File: config.mk
export PLATFORM = sky130hd
export DESIGN_NAME = branch_resolve_unit
export DESIGN_NICKNAME = d
export VERILOG_FILES = /design/src/rtl/branch_resolve_unit_pkg.sv /design/src/rtl/bht_sat_counter.sv /design/src/rtl/branch_resolve_unit.sv
export SDC_FILE = /design/constraint.sdc
export NUM_CORES = 1
export LEC_CHECK = 0
export ABC_AREA = 1
export CAP_MARGIN = 0
export CORE_ASPECT_RATIO = 1.75
export CORE_MARGIN = 4
export CORE_UTILIZATION = 44
export DETAILED_ROUTE_END_ITERATION = 16
export PLACE_DENSITY_LB_ADDON = 0.25
export SYNTH_ARGS = -nofsm -noshare
export SYNTH_HDL_FRONTEND = slang
export SYNTH_SLANG_ARGS = --single-unit
export TNS_END_PERCENT = 1
File: constraint.sdc
create_clock -name clk -period 2.1 [get_ports clk]
set_input_delay 0.21 -clock clk [delete_from_list [all_inputs] [get_ports clk]]
set_output_delay 0.21 -clock clk [all_outputs]
set_load 0.01 [all_outputs]
File: src/rtl/branch_resolve_unit_pkg.sv
// Shared predictor types and constants for the branch resolution slice.
package branch_resolve_unit_pkg;

   localparam int RISC_V_DATA_WIDTH = 64;
   localparam int INST_BYTE_WIDTH   = 4;
   localparam int BHT_ENTRIES       = 64;
   localparam int BHT_INDEX_WIDTH   = 6;

   // 2-bit predictor counter; the taken states share the MSB = 0.
   typedef enum logic [1:0] {
      predict_taken_strong     = 2'b00,
      predict_taken_weak       = 2'b01,
      predict_not_taken_strong = 2'b10,
      predict_not_taken_weak   = 2'b11
   } bpredictor_state_t;

   typedef enum logic {
      IDLE   = 1'b0,
      UPDATE = 1'b1
   } resolve_state_t;

   // Saturating step of one counter toward the observed outcome.
   function automatic bpredictor_state_t bht_next_state(bpredictor_state_t s, logic taken);
      bpredictor_state_t n;
      n = s;
      case (s)
         predict_not_taken_strong: n = taken ? predict_not_taken_weak   : predict_not_taken_strong;
         predict_not_taken_weak:   n = taken ? predict_taken_weak       : predict_not_taken_strong;
         predict_taken_weak:       n = taken ? predict_taken_strong     : predict_not_taken_weak;
         predict_taken_strong:     n = taken ? predict_taken_strong     : predict_taken_weak;
         default:                  n = predict_not_taken_weak;
      endcase
      return n;
   endfunction

   function automatic logic bht_is_taken(bpredictor_state_t s);
      return (s == predict_taken_strong) || (s == predict_taken_weak);
   endfunction

endpackage

File: src/rtl/bht_sat_counter.sv
// Next-state logic for a single 2-bit branch history counter.
module bht_sat_counter
   import branch_resolve_unit_pkg::*;
(
   input  bpredictor_state_t state,
   input  logic              taken,
   output bpredictor_state_t state_next
);

   // Pure combinational step; the caller owns the storage.
   always_comb begin
      state_next = bht_next_state(state, taken);
   end

endmodule

File: src/rtl/branch_resolve_unit.sv
// Resolves EX branch outcomes against fetch predictions, maintains the BHT
// with a two-cycle read-modify-write and issues a one-cycle flush/redirect.
module branch_resolve_unit
   import branch_resolve_unit_pkg::*;
#(
   parameter int BHT_ENTRIES     = branch_resolve_unit_pkg::BHT_ENTRIES,
   parameter int BHT_INDEX_WIDTH = branch_resolve_unit_pkg::BHT_INDEX_WIDTH,
   parameter int PC_WIDTH        = RISC_V_DATA_WIDTH,
   parameter int CNT_WIDTH       = 32
) (
   input  logic                 clk,
   input  logic                 rst,
   input  logic [PC_WIDTH-1:0]  lookup_pc,
   output logic                 lookup_taken,
   input  logic                 res_valid,
   output logic                 res_ready,
   input  logic [PC_WIDTH-1:0]  res_pc,
   input  logic                 res_taken,
   input  logic                 res_pred_taken,
   input  logic [PC_WIDTH-1:0]  res_target,
   output logic                 flush,
   output logic [PC_WIDTH-1:0]  redirect_pc,
   output logic [CNT_WIDTH-1:0] branch_count,
   output logic [CNT_WIDTH-1:0] mispredict_count
);

   localparam int IDX_LSB = $clog2(INST_BYTE_WIDTH);

   resolve_state_t             state, state_next;
   bpredictor_state_t          bht [BHT_ENTRIES];
   bpredictor_state_t          lat_entry, entry_next;
   logic [BHT_INDEX_WIDTH-1:0] lookup_idx, res_idx, lat_idx;
   logic                       lat_taken;
   logic                       mispredict_q;
   logic                       accept;
   logic                       unused_lookup_bits;

   assign lookup_idx = lookup_pc[IDX_LSB +: BHT_INDEX_WIDTH];
   assign res_idx    = res_pc[IDX_LSB +: BHT_INDEX_WIDTH];

   // Only the index field of the fetch PC matters; aliasing is intended.
   assign unused_lookup_bits = ^{lookup_pc[PC_WIDTH-1:IDX_LSB+BHT_INDEX_WIDTH],
                                 lookup_pc[IDX_LSB-1:0]};

   bht_sat_counter u_sat_counter (
      .state      (lat_entry),
      .taken      (lat_taken),
      .state_next (entry_next)
   );

   // State register.
   always_ff @(posedge clk) begin
      // NOTE: sequential state uses non-blocking assignments so every flop samples pre-edge values.
      if (rst) state <= IDLE;
      else     state <= state_next;
   end

   // Next-state logic: accept in IDLE, always return from UPDATE.
   always_comb begin
      // NOTE: default assignment first so no path leaves the output unassigned (no latch).
      state_next = state;
      case (state)
         IDLE:    if (res_valid) state_next = UPDATE;
         UPDATE:  state_next = IDLE;
         default: state_next = IDLE;
      endcase
   end

   // Output logic: handshake, gated flush and fetch-side prediction.
   always_comb begin
      res_ready    = (state == IDLE) && !rst;
      accept       = res_valid && res_ready;
      flush        = (state == UPDATE) && mispredict_q && !rst;
      lookup_taken = bht_is_taken(bht[lookup_idx]);
   end

   // Latch the resolution and precompute the redirect at acceptance.
   always_ff @(posedge clk) begin
      if (rst) begin
         lat_idx      <= '0;
         lat_taken    <= 1'b0;
         lat_entry    <= predict_not_taken_weak;
         mispredict_q <= 1'b0;
         redirect_pc  <= '0;
      end else begin
         mispredict_q <= accept && (res_taken != res_pred_taken);
         if (accept) begin
            lat_idx     <= res_idx;
            lat_taken   <= res_taken;
            lat_entry   <= bht[res_idx];
            redirect_pc <= res_taken ? res_target : res_pc + PC_WIDTH'(INST_BYTE_WIDTH);
         end
      end
   end

   // Write back the stepped counter at the end of UPDATE.
   always_ff @(posedge clk) begin
      if (rst) begin
         // NOTE: the table must power up in a known prediction state, so every entry is reset here.
         for (int i = 0; i < BHT_ENTRIES; i++) bht[i] <= predict_not_taken_weak;
      end else if (state == UPDATE) begin
         bht[lat_idx] <= entry_next;
      end
   end

   // Saturating performance counters.
   always_ff @(posedge clk) begin
      if (rst) begin
         branch_count     <= '0;
         mispredict_count <= '0;
      end else begin
         if (accept && (branch_count != '1))
            branch_count <= branch_count + CNT_WIDTH'(1);
         if (flush && (mispredict_count != '1))
            mispredict_count <= mispredict_count + CNT_WIDTH'(1);
      end
   end

endmodule

* Word-level counts from Yosys, hierarchy flattened *
Memories as Yosys holds them, arrays and structs flattened. A register that Yosys moved wholly into a read port is not among the register bits.
Cells that the tools add are included.

storage, ports and cells
  logic and storage cells = 47
  bits in read-only memories = 0
  memory bits (writable) = 128
  memories = 1
  input port bits = 197
  latch bits = 0
  flip-flop bits (word level) = 137

memories
  memory  words  width  read ports  clocked after Yosys merged registers in  write ports  line                       source
  bht     64     2      2           1                                        64           branch_resolve_unit.sv:30  bpredictor_state_t bht [BHT_ENTRIES];

operators by class
  eq/ne operators = 7
  order comparisons = 0
  div/mod/pow operators = 0
  $mul = 0
  shift-type cells = 0
  reductions and logical operators = 12
  bitwise logic cells = 1
  mux-type cells = 16
  add/subtract/negate cells = 3

operators by type and width
  cell                                           count
  adder 32 x 1 -> 32 bit, second input constant  2
  adder 64 x 3 -> 64 bit, second input constant  1
  2-to-1 mux 64 bit                              1
  inequality test 32 bit, second input constant  2
  2-to-1 mux 1 bit                               9
  case mux 2 bit (4 select lines)                1
  logical AND 1 bit                              7
  2-to-1 mux 2 bit                               3
  2-to-1 mux 6 bit                               1
  == test 2 x 1 -> 1 bit, second input constant  2
  == test 2 bit, second input constant           2
  zero test 2 bit                                2
  case mux 1 bit (2 select lines)                1
  OR reduction 2 bit                             1
  zero test 1 bit                                1
  logical OR 1 bit                               1
  inequality test 1 bit                          1
  inverter 1 bit                                 1

* Depth between registers and ports, before layout *
Gate-level depths: netlist of run 1.

  word-level depth = 5
  gate-level depth with buffers = 13
  depth with buffers taken out = 13

* By module *
Synthesis of run 1 repeated with hierarchy kept, for this count alone.

second synthesis, totals
  cells, all modules = 2430
  area total of the unflattened synthesis = 16280.6 µm²

modules (own cells, without submodules)
  module               seq. area each (µm²)  area an instance (µm²)  cells an instance  instances
  branch_resolve_unit  6626.4                16246.8                 2421               1
  bht_sat_counter      0.0                   33.8                    9                  1

* Worst setup path after synthesis of run 1 *
Ideal clock, no wire load.

  path kind = reg2reg
  start point = reg branch_count[1]
  end point = reg branch_count[19]
  cell stages (with the launch flop) = 12
  data required time = 1.973 ns
  period minus slack after synthesis = 1.754 ns
  path slack = 0.346 ns
  path buffers = 1
  arrival = 1.627 ns
  setup time = 0.127 ns
  path through = dfxtp_1 > ha_1 > nand2_1 > nor2_1 > nand2_2 > nor2_4 > nand2_2 > nand2_4 > buf_6 > nor2_1 > o21ai_0 > a21oi_1

on the way
  cells in the longest elaborated chain, start to end = 2
  elaborated cells between the ends (all ways) = 3
  those cells by class = add/sub: 1; eq/ne: 1; reduce/logical: 1

RTL lines
  what                                                            line                        source
  start, declared                                                 branch_resolve_unit.sv:23   output logic [CNT_WIDTH-1:0] branch_count,
  start signal, assigned                                          branch_resolve_unit.sv:113  branch_count <= branch_count + CNT_WIDTH'(1);
  branches (longest 2 deep; another with adder 32 x 1 -> 32 bit)  n/a

Several ways; the timed one is not identified.
A chain may end at the register's enable or synchronous reset.

==> results by group, run 1 <==
Critical path
  • RR Endpoint: bht[13][0]
  • Worst EP required: 1.89 ns
  • Setup Crit Path Kind: reg2out
  • Critical Path Source Type: flop
  • Crit-path max FO: 2
  • WP data arrival: 1.85 ns
  • Register-to-register setup slack: 0.12 ns
  • Worst reg2reg path depth: 4
  • CP Capture Type: output pin
  • Worst reg2reg path startpoint: lat_idx[3]

STA
  • Setup TNS: 0 ns
  • Fin worst setup slack: 0.0410 ns
  • Maximum clock rate: 486 MHz
  • Unrepaired setup endpoints after global routing: true
  • Final Hold Fails: 0
  • Fin Clk Skew: 0.0178 ns
  • Final setup vio count: 0
  • Slew Limit Fails: 0
  • Tmin final: 2.06 ns
  • Max transition margin: 62.5%
  • Worst hold slack: 0.133 ns
  • Slew @ Worst Pin: 0.560 ns
  • Final period util: 98.0%

GRT
  • First-pass GRT wire length: 101000 um
  • Largest net degree at the start of global routing: 108
  • Number of global-route vias before repair: 17.9k
  • Gr ovfl total: 0
  • GRT Total Usage: 31.6%
  • Antenna violations before repair: 0

Final layout
  • Area grow syn2layout: 34.4%
  • Most frequent cells in the layout: nand2_1 (742), clkdlybuf4s50_1 (266), nor2_1 (258)
  • Final Cell Area: 22100 sq um
  • Most common cell after layout, fill and taps aside: nand2_1
  • Layout cells sized above 1: 13.5%
  • # diodes: 0
  • Finished Layout Cells: 3318
  • Layout net count: 3022
  • Final Util: 59.9%
  • Filler cells: 3468

Clocking
  • CTS Sinks: 267
  • Hold-fix buffer count after cts: 0
  • Clock Latency Late Sink: 0.58 ns
  • H-Tree Depth: 1
  • Clk pin slew, worst setup/hold paths: 0.07 ns
  • CTS Buffer Depth: 3
  • Inserted Clock Buffers: 27
  • CTS tree: yes
  • Root Driver: clkbuf_16

Detailed routing
  • WL met1: 22400 um
  • Highest Signal Layer: met4
  • Post-Route WL: 65700 um
  • Detailed Route Iter0 Violations: 1204
  • Drt drc: 0
  • Routed wl met3: 3580 um
  • Avg Vias per Cell: 5.37
  • Drt first pass iters: 6
  • ANT nets after route: 0
  • Mean routed wirelength per cell: 19.8 um
  • DR WL met2: 34600 um
  • Via count: 17.8k

Placed design
  • Placed cell count: 3267
  • DP HPWL: 51100 um
  • Routability cong.: 0.995
  • Dpl ws: -0.419 ns
  • IO Port Bufs: 269
  • Placed inst area: 21100 sq um

Die
  • Total die area: 40600 sq um
  • CORE AREA: 36900 sq um
  • Die H: 264 um
  • Die W: 154 um
  • Num ports: 328
  • Rows: 93
  • Initial core utilization: 44.6%

Logic synthesis
  • Top FF cell, synth: dfxtp_1
  • Post-synth EDFFs: 128
  • Post-synth cell types: 43
  • Synth Area per Inst: 6.82 sq um
  • Syn Inst Count: 2411
  • #FFs+latches synth: 267
  • Ys async rst share: 0%
  • Register area share after synthesis: 40.3%
  • Yosys warns: 0
  • Syn_nets: 2611
  • Netlist area before placement: 16400 sq um

Run status
  • Status: complete, no violations

Min path
  • Hold Path Class: in2reg
  • Hold path endpoint: mispredict_count[31]
  • HP Start: rst
  • Hold Crit Depth: 3

Power and ir drop
  • Leakage: 8.77 nW
  • Pwr Total: 12.6 mW
  • Pwr per Cell Area: 572 nW/um^2
  • Max VDD drop: 0.746 mV

Flow run
  • Max Cap Viol: 0
[layer usage]
layer | vias up | global-route usage, %
met5 | - | 0
met4 | 0 | 19.8
met3 | 186 | 3.67
met2 | 726 | 59.4
met1 | 8214 | 32.7
li1 | 8676 | -
[flip-flops by register name, summed over array words and instances, names as in the netlist]
signal and flops:
bht 128, branch_count 32, lat_entry 2, lat_idx 6, lat_taken 1, mispredict_count 32, mispredict_q 1, redirect_pc 64
state 1
[repair_timing]
item | 4_1_cts | 5_1_grt
buffers inserted | 0 | 1
pin swaps | 1 | 2
setup endpoints to repair | 2 | 48
resized for setup | 9 | 12
gates cloned | 0 | 0
[worst max path at each step]
stage,startpoint,end,slack [ns],depth (start not counted)
floorplan,branch_count[1],branch_count[19],0.35,11
global placement,res_pc[33],redirect_pc[42],-0.41,12
detailed placement,res_pc[27],redirect_pc[42],-0.42,13
CTS,bht[25][1],lookup_taken,-0.03,10
global route,bht[35][1],lookup_taken,-0.11,10
finish,bht[9][1],lookup_taken,0.04,10
[layout make-up]
| class | instances | area (sq um) | area share [%] |
|---|---|---|---|
| Inverter | 222 | 837 | 3.79 |
| Tap cell | 475 | 594 | 2.69 |
| Clock inverter | 18 | 166 | 0.753 |
| Clock buffer | 32 | 724 | 3.28 |
| Timing Repair Buffer | 497 | 4620 | 20.9 |
| Sequential cell | 267 | 6630 | 30.0 |
| Multi-Input combinational cell | 1807 | 8510 | 38.5 |
[cells in the mapped netlist, types with 3 or more instances]
| master | number | area share [%] |
|---|---|---|
| clkbuf_1 | 57 | 1.3 |
| buf_6 | 6 | 0.41 |
| inv_1 | 206 | 4.7 |
| a21oi_1 | 135 | 4.1 |
| buf_1 | 11 | 0.25 |
| o22ai_1 | 6 | 0.23 |
| nand2_4 | 4 | 0.27 |
| buf_4 | 8 | 0.37 |
| edfxtp_1 | 128 | 23 |
| nand4_1 | 37 | 1.4 |
| buf_2 | 33 | 1.0 |
| nand3_1 | 248 | 7.6 |
| xor2_1 | 42 | 2.2 |
| nand2_1 | 744 | 17 |
| ha_1 | 3 | 0.23 |
| nand3b_1 | 9 | 0.41 |
| inv_2 | 14 | 0.32 |
| nor3_2 | 14 | 0.85 |
| nor3_1 | 53 | 1.6 |
| o21ai_0 | 123 | 3.7 |
| nand2_2 | 12 | 0.46 |
| nor2_4 | 9 | 0.62 |
| o21ai_1 | 16 | 0.49 |
| o211ai_1 | 15 | 0.68 |
| nor2_2 | 23 | 0.88 |
| or2_2 | 16 | 0.61 |
| xnor2_1 | 20 | 1.1 |
| a31oi_1 | 3 | 0.11 |
| nor2_1 | 259 | 5.9 |
| dfxtp_1 | 139 | 17 |
[kinds of logic (layout without fill, tap and decap cells)]
| group | Yosys count | in the layout | share of synthesized area (%) |
|---|---|---|---|
| simple gates | 1441 | 1441 | 38.2 |
| buf+inv | 337 | 769 | 8.41 |
| flops | 267 | 267 | 40.3 |
| xor+xnor | 62 | 62 | 3.30 |
| compound gates | 301 | 301 | 9.51 |
| fa+ha+maj | 3 | 3 | 0.228 |
[report_power, final]
group	switching [mW]	total, mW	leakage [nW]	internal (mW)
Sequential	0.0821	5.65	2.01	5.56
Combinational	1.21	2.10	6.31	0.888
Clock	2.17	4.90	0.446	2.73
[critical path: stages (launching register included)]
cell and delay [ns]:
edfxtp_1 0.46, a21oi_2 0.17, o21ai_1 0.07, nand3_1 0.07, nand2_1 0.06, nand2_1 0.05
nand3b_1 0.07, nand3b_1 0.10, nand2_2 0.07, inv_2 0.06, buf_6 0.09
Power figures use the tool's default switching activity.
==> inputs of run 2 (changes only) <==
--- a/config.mk
+++ b/config.mk
@@ -5,11 +5,13 @@
 export SDC_FILE = /design/constraint.sdc
 export NUM_CORES = 1
 export LEC_CHECK = 0
-export ABC_AREA = 1
+export ABC_AREA = 0
 export CAP_MARGIN = 0
+export CELL_PAD_IN_SITES_DETAIL_PLACEMENT = 2
+export CELL_PAD_IN_SITES_GLOBAL_PLACEMENT = 2
 export CORE_ASPECT_RATIO = 1.75
 export CORE_MARGIN = 4
-export CORE_UTILIZATION = 44
+export CORE_UTILIZATION = 31
 export DETAILED_ROUTE_END_ITERATION = 16
 export PLACE_DENSITY_LB_ADDON = 0.25
 export SYNTH_ARGS = -nofsm -noshare
==> results by group, run 2 <==
Run status
  • Status: finished, violations left
  • Failing checks: setup timing

Critical path
  • CP Capture Type: output pin
  • Crit-path max FO: 2
  • Worst EP required: 1.89 ns
  • Critical Path Source Type: flop
  • Setup Crit Path Kind: reg2out
  • WP data arrival: 2.48 ns

Clocking
  • CTS Sinks: 267
  • CTS Buffer Depth: 3
  • Inserted Clock Buffers: 29
  • Clock Latency Late Sink: 0.58 ns
  • CTS tree: yes
  • Clk pin slew, worst setup/hold paths: 0.07 ns
  • H-Tree Depth: 1
  • Root Driver: clkbuf_16

STA
  • Slew Limit Fails: 0
  • Slew @ Worst Pin: 0.843 ns
  • Unrepaired setup endpoints after global routing: true
  • Fin worst setup slack: -0.595 ns
  • Final Hold Fails: 0
  • Final period util: 128%
  • Fin Clk Skew: 0.0132 ns
  • Tmin final: 2.69 ns
  • Final setup vio count: 3
  • Max transition margin: 43.8%
  • Maximum clock rate: 371 MHz

Die
  • Total die area: 49300 sq um
  • CORE AREA: 45100 sq um
  • Initial core utilization: 31.4%
  • Die W: 170 um
  • Num ports: 328
  • Rows: 103
  • Die H: 291 um

Detailed routing
  • Via count: 13.3k
  • ANT nets after route: 0
  • Detailed Route Iter0 Violations: 624
  • Drt drc: 0
  • Post-Route WL: 60500 um
  • Drt first pass iters: 4
  • Mean routed wirelength per cell: 24.2 um
  • Avg Vias per Cell: 5.34

Logic synthesis
  • #FFs+latches synth: 267
  • Netlist area before placement: 14200 sq um
  • Synth top cells by count: nand2_1 (182), nor2_1 (156), dfxtp_1 (139)
  • Syn Inst Count: 1444
  • Ys async rst share: 0%
  • Largest area contributor in the netlist: edfxtp_1
  • Top FF cell, synth: dfxtp_1
  • Most frequent cell after synthesis: nand2_1
  • Synth top area cells: edfxtp_1 (27%), dfxtp_1 (20%), mux4_2 (7.6%)
  • Yosys warns: 0
  • Post-synth EDFFs: 128
  • Top cell type's share of synthesized area: 27.1%
  • Post-synth cell types: 62
  • Register area share after synthesis: 46.8%
  • Syn_nets: 1644
  • Synth Area per Inst: 9.80 sq um

Power and ir drop
  • Clk network pwr share: 41.7%
  • Pwr per Cell Area: 631 nW/um^2
  • Int Pwr: 9.51 mW
  • Switching Fraction: 25.7%
  • Leakage: 6.84 nW
  • Max VDD drop: 0.527 mV
  • Sequential Power Share: 44.0%
  • Switching pwr: 3.30 mW
  • Logic pwr share: 14.3%

Final layout
  • Final Util: 45.0%
  • Most common cell after layout, fill and taps aside: clkdlybuf4s50_1
  • Layout net count: 2090
  • Final Cell Area: 20300 sq um
  • Largest registers: bht: 128 flops, redirect_pc: 64 flops
  • Most frequent cells in the layout: clkdlybuf4s50_1 (263), buf_4 (228), nand2_1 (179)
  • Filler cells: 4807
  • Area of the multi-input gates: 7240 sq um
  • Top reg by flops: bht
  • Flip-flop and latch area: 6640 sq um
  • Area grow syn2layout: 43.4%
  • Max FFs per register: 128
  • Layout cells sized above 1: 23.9%

Placed design
  • Dpl ws: -1.12 ns
  • Routability cong.: 0.920
  • Placed inst area: 19200 sq um
  • IO Port Bufs: 269
  • DP HPWL: 46700 um

GRT
  • Antenna violations before repair: 5
  • Largest net degree at the start of global routing: 77
  • First-pass GRT wire length: 90700 um
  • Gr ovfl total: 0
  • GRT Total Usage: 23.7%
  • Number of global-route vias before repair: 15.0k

Flow run
  • Max Cap Viol: 0

Min path
  • Hold Path Class: in2reg
==> run 2: changes by cell type in the layout (fill, tap and decap cells not counted), sizes merged, moves of 38 or more <==
| cell | previous run | this run |
|---|---|---|
| nor2 | 291 | 156 |
| nand3 | 249 | 66 |
| nand2 | 760 | 182 |
| a21oi | 136 | 29 |
| inv | 221 | 11 |
| nor3 | 68 | 30 |
| or2 | 18 | 58 |
| o21ai | 139 | 74 |
| mux4 | 0 | 48 |
==> run 2: path summary, 6_finish.rpt <==
| kind | from | slack (ns) | endpoint | depth (start not counted) |
|---|---|---|---|---|
| max | bht[57][1] | -0.59 | lookup_taken | 8 |
| min | rst | 0.11 | lat_idx[0] | 3 |
| max reg2reg | mispredict_count[1] | -0.02 | mispredict_count[22] | 7 |
| min reg2reg | redirect_pc[15] | 0.48 | redirect_pc[15] | 2 |
==> run 2: logic make-up (layout without fill, tap and decap cells) <==
family	count (synthesis)	count (layout)	synth area share, %
xor+xnor	114	114	7.05
fa+ha+maj	3	3	0.265
other cells	0	4	0
mux	63	63	8.70
buf+inv	105	574	2.95
simple gates	704	704	26.2
compound gates	188	188	8.04
flops	267	267	46.8
==> run 2: layer usage <==
metal	GRT usage (%)	vias to the layer above	part of all wire (%)
met5	0	-	0.013
met4	10.4	2	5.2
met3	2.41	131	3.2
met2	47.8	352	57
met1	23.8	6720	35
li1	-	6120	-
==> run 2: stage by stage <==
stage	power [mW]	TNS, ns	std cells	hold WS, ns
2_1_floorplan	6.44	0	1444	0.336
3_3_place_gp	7.49	-8.99	2434	0.440
3_5_place_dp	7.55	-12.45	2434	0.455
4_1_cts	12.9	-0.771	2490	0.0617
5_1_grt	13.3	-1.22	2494	0.138
6_report	12.8	-0.620	2494	0.106
==> run 2: power by group through the flow <==
stage,combinational (mW),clock [mW],sequential [mW]
final,1.83,5.35,5.64
after global placement,1.75,0,5.74
after global routing,1.95,5.68,5.65
after detailed placement,1.80,0,5.75
after CTS,1.83,5.48,5.64
after floorplan,0.666,0,5.77
==> run 2: final cells by class <==
cell class                 instances  share of cell area (%)
antenna                            4                  0.0493
clock buffer                      38                    3.95
clock inverter                    16                   0.826
inverter                           9                   0.166
multi-input combinational       1072                    35.7
sequential                       267                    32.7
tap                              577                    3.56
timing repair buffer             511                    23.1
==> run 2: timing repair <==
action,in CTS,in global routing
setup buffers,1,0
setup endpoints to repair,18,45
resized for setup,21,17
cloned,1,0
hold buffers,0,0
hold endpoints to repair,0,0
pin swaps,2,4
==> run 2: worst max-delay path: stages, from the launching register on <==
cell and delay (ns):
edfxtp_1 0.42, mux4_2 0.50, a22oi_2 0.23, nand2_2 0.13
a21oi_1 0.20, nand2_1 0.08, o21ai_1 0.10, buf_4 0.15
buf_6 0.10
==> inputs of run 3 (changes only) <==
--- a/config.mk
+++ b/config.mk
@@ -14,6 +14,7 @@
 export CORE_UTILIZATION = 31
 export DETAILED_ROUTE_END_ITERATION = 16
 export PLACE_DENSITY_LB_ADDON = 0.25
+export REMOVE_ABC_BUFFERS = 1
 export SYNTH_ARGS = -nofsm -noshare
 export SYNTH_HDL_FRONTEND = slang
 export SYNTH_SLANG_ARGS = --single-unit
==> constraint.sdc (replaced) <==
create_clock -name clk -period 2.81 [get_ports clk]
set_input_delay 0.281 -clock clk [delete_from_list [all_inputs] [get_ports clk]]
set_output_delay 0.281 -clock clk [all_outputs]
set_load 0.01 [all_outputs]
==> results by group, run 3 (same netlist as run 2, synthesis figures left out) <==
Final layout
  • Layout net count: 1921
  • Finished Layout Cells: 2322
  • Area of the multi-input gates: 7170 sq um
  • Largest registers: bht: 128 flops, redirect_pc: 64 flops
  • Filler cells: 4881
  • Final Cell Area: 18700 sq um
  • Flip-flop and latch area: 6630 sq um
  • Top reg by flops: bht
  • Area grow syn2layout: 32.4%
  • Final Util: 41.6%
  • Most common cell after layout, fill and taps aside: clkdlybuf4s50_1
  • Max FFs per register: 128
  • Layout cells sized above 1: 14.9%
  • Most frequent cells in the layout: clkdlybuf4s50_1 (264), nand2_1 (181), nor2_1 (155)

Critical path
  • Critical Path Source Type: primary input
  • Setup Crit Path Kind: in2out
  • Crit-path max FO: 8
  • Top delay family on crit path: buffers and inverters
  • CP peak stage delay: 0.51 ns
  • CP bufs+invs: 4
  • CP Cell Sequence: clkdlybuf4s50_1 -> buf_12 -> buf_12 -> mux4_2 -> a22o_1 -> o21ai_1 -> o21ai_1 -> o21ai_2 -> buf_2
  • Slowest cell on crit path: clkdlybuf4s50_1
  • Worst reg2reg path depth: 4
  • Stages on the worst setup path: 9
  • CP Capture Type: output pin
  • WP data arrival: 2.41 ns
  • Worst EP required: 2.53 ns

GRT
  • First-pass GRT wire length: 85100 um
  • Largest net degree at the start of global routing: 74
  • Gr ovfl total: 0
  • GRT Total Usage: 22.3%
  • Antenna violations before repair: 3
  • Number of global-route vias before repair: 14.0k

STA
  • Final period util: 95.8%
  • Final setup vio count: 0
  • Slew @ Worst Pin: 0.888 ns
  • Unrepaired setup endpoints after global routing: false
  • Slew Limit Fails: 0
  • Final Hold Fails: 0
  • Fin worst setup slack: 0.117 ns
  • Fin Clk Skew: 0.0134 ns
  • Tmin final: 2.69 ns
  • Maximum clock rate: 371 MHz
  • Max transition margin: 40.7%

Clocking
  • Root Driver: clkbuf_16
  • CTS Buffer Depth: 3
  • Hold-fix buffer count after cts: 0
  • Inserted Clock Buffers: 29
  • H-Tree Depth: 1
  • CTS tree: yes
  • CTS Sinks: 267
  • Clk pin slew, worst setup/hold paths: 0.06 ns
  • Clock Latency Late Sink: 0.57 ns

Placed design
  • Routability cong.: 0.883
  • Placed inst area: 17800 sq um
  • DP HPWL: 43300 um
  • Dpl ws: -0.493 ns
  • IO Port Bufs: 269
  • Placed cell count: 2262

Die
  • Rows: 103
  • CORE AREA: 45100 sq um
  • Num ports: 328
  • Die W: 170 um
  • Initial core utilization: 31.4%
  • Total die area: 49300 sq um
  • Die H: 291 um

Power and ir drop
  • Pwr Total: 9.08 mW
  • Logic pwr share: 13.1%
  • Clk network pwr share: 40.3%
  • Max VDD drop: 0.470 mV
  • Switching pwr: 2.37 mW
  • Sequential Power Share: 46.5%
  • Leakage: 5.86 nW
  • Switching Fraction: 26.2%
  • Pwr per Cell Area: 484 nW/um^2
  • Int Pwr: 6.70 mW

Detailed routing
  • Drt drc: 0
  • Drt first pass iters: 4
  • ANT nets after route: 0
  • Post-Route WL: 56700 um
  • Via count: 12.6k
  • Avg Vias per Cell: 5.42
  • Detailed Route Iter0 Violations: 508
  • Mean routed wirelength per cell: 24.4 um

Min path
  • Hold Crit Depth: 2
  • Hold Path Class: in2reg

Flow run
  • Max Cap Viol: 0

Run status
  • Status: complete, no violations
==> run 3: changes by cell type in the layout (fill, tap and decap cells not counted), moves of 3 or more <==
cell	before	now
buf_4	228	66
dfxtp_2	5	0
buf_12	13	8
nor4_2	6	2
clkinv_2	9	4
dfxtp_1	133	139
nor4_1	8	13
clkbuf_8	4	1
clkinvlp_4	0	3
clkinv_1	1	8
==> run 3: layer usage <==
metal  global-route usage [%]  up-vias  part of all wire, %
li1                         -     5779                    -
met1                     22.0     6351                   34
met2                     44.6      337                   56
met3                     3.48      115                  4.5
met4                     9.84        0                  5.0
met5                        0        -                    0
==> run 3: what timing repair did <==
| action | in CTS | in global routing |
|---|---|---|
| pin swaps | 1 | 2 |
| cloned | 0 | 0 |
| setup buffers | 0 | 5 |
| endpoints found under the setup margin | 1 | 1 |
| resized for setup | 8 | 3 |
==> run 3: metrics by stage <==
stage / hold slack [ns] / setup TNS [ns]
finish: 0.0376 / 0
global placement: 0.434 / -0.445
global route: 0.0434 / 0
CTS: 0.0178 / 0
detailed placement: 0.456 / -0.493
floorplan: 0.350 / -26.32
==> run 3: area by class of cell <==
cell class / instances / share of cell area (%)
Multi-Input combinational cell: 1072 / 38.2
Sequential cell: 267 / 35.4
Timing Repair Buffer: 342 / 17.7
Clock buffer: 35 / 4.05
Tap cell: 577 / 3.85
Clock inverter: 17 / 0.581
Inverter: 9 / 0.180
Antenna cell: 3 / 0.0401
==> run 3: final timing paths <==
path                    from  slack, ns                   end
min reg2reg  redirect_pc[33]       0.47       redirect_pc[33]
min                      rst       0.04  mispredict_count[10]
max             lookup_pc[2]       0.12          lookup_taken
max reg2reg       lat_idx[4]       0.37            bht[44][1]
==> run 3: power by group through the flow <==
stage	logic (mW)	clock network, mW	registers [mW]
global route	1.28	3.92	4.23
CTS	1.20	3.78	4.22
global placement	1.17	0	4.30
detailed placement	1.20	0	4.31
floorplan	0.386	0	4.32
finish	1.19	3.66	4.22
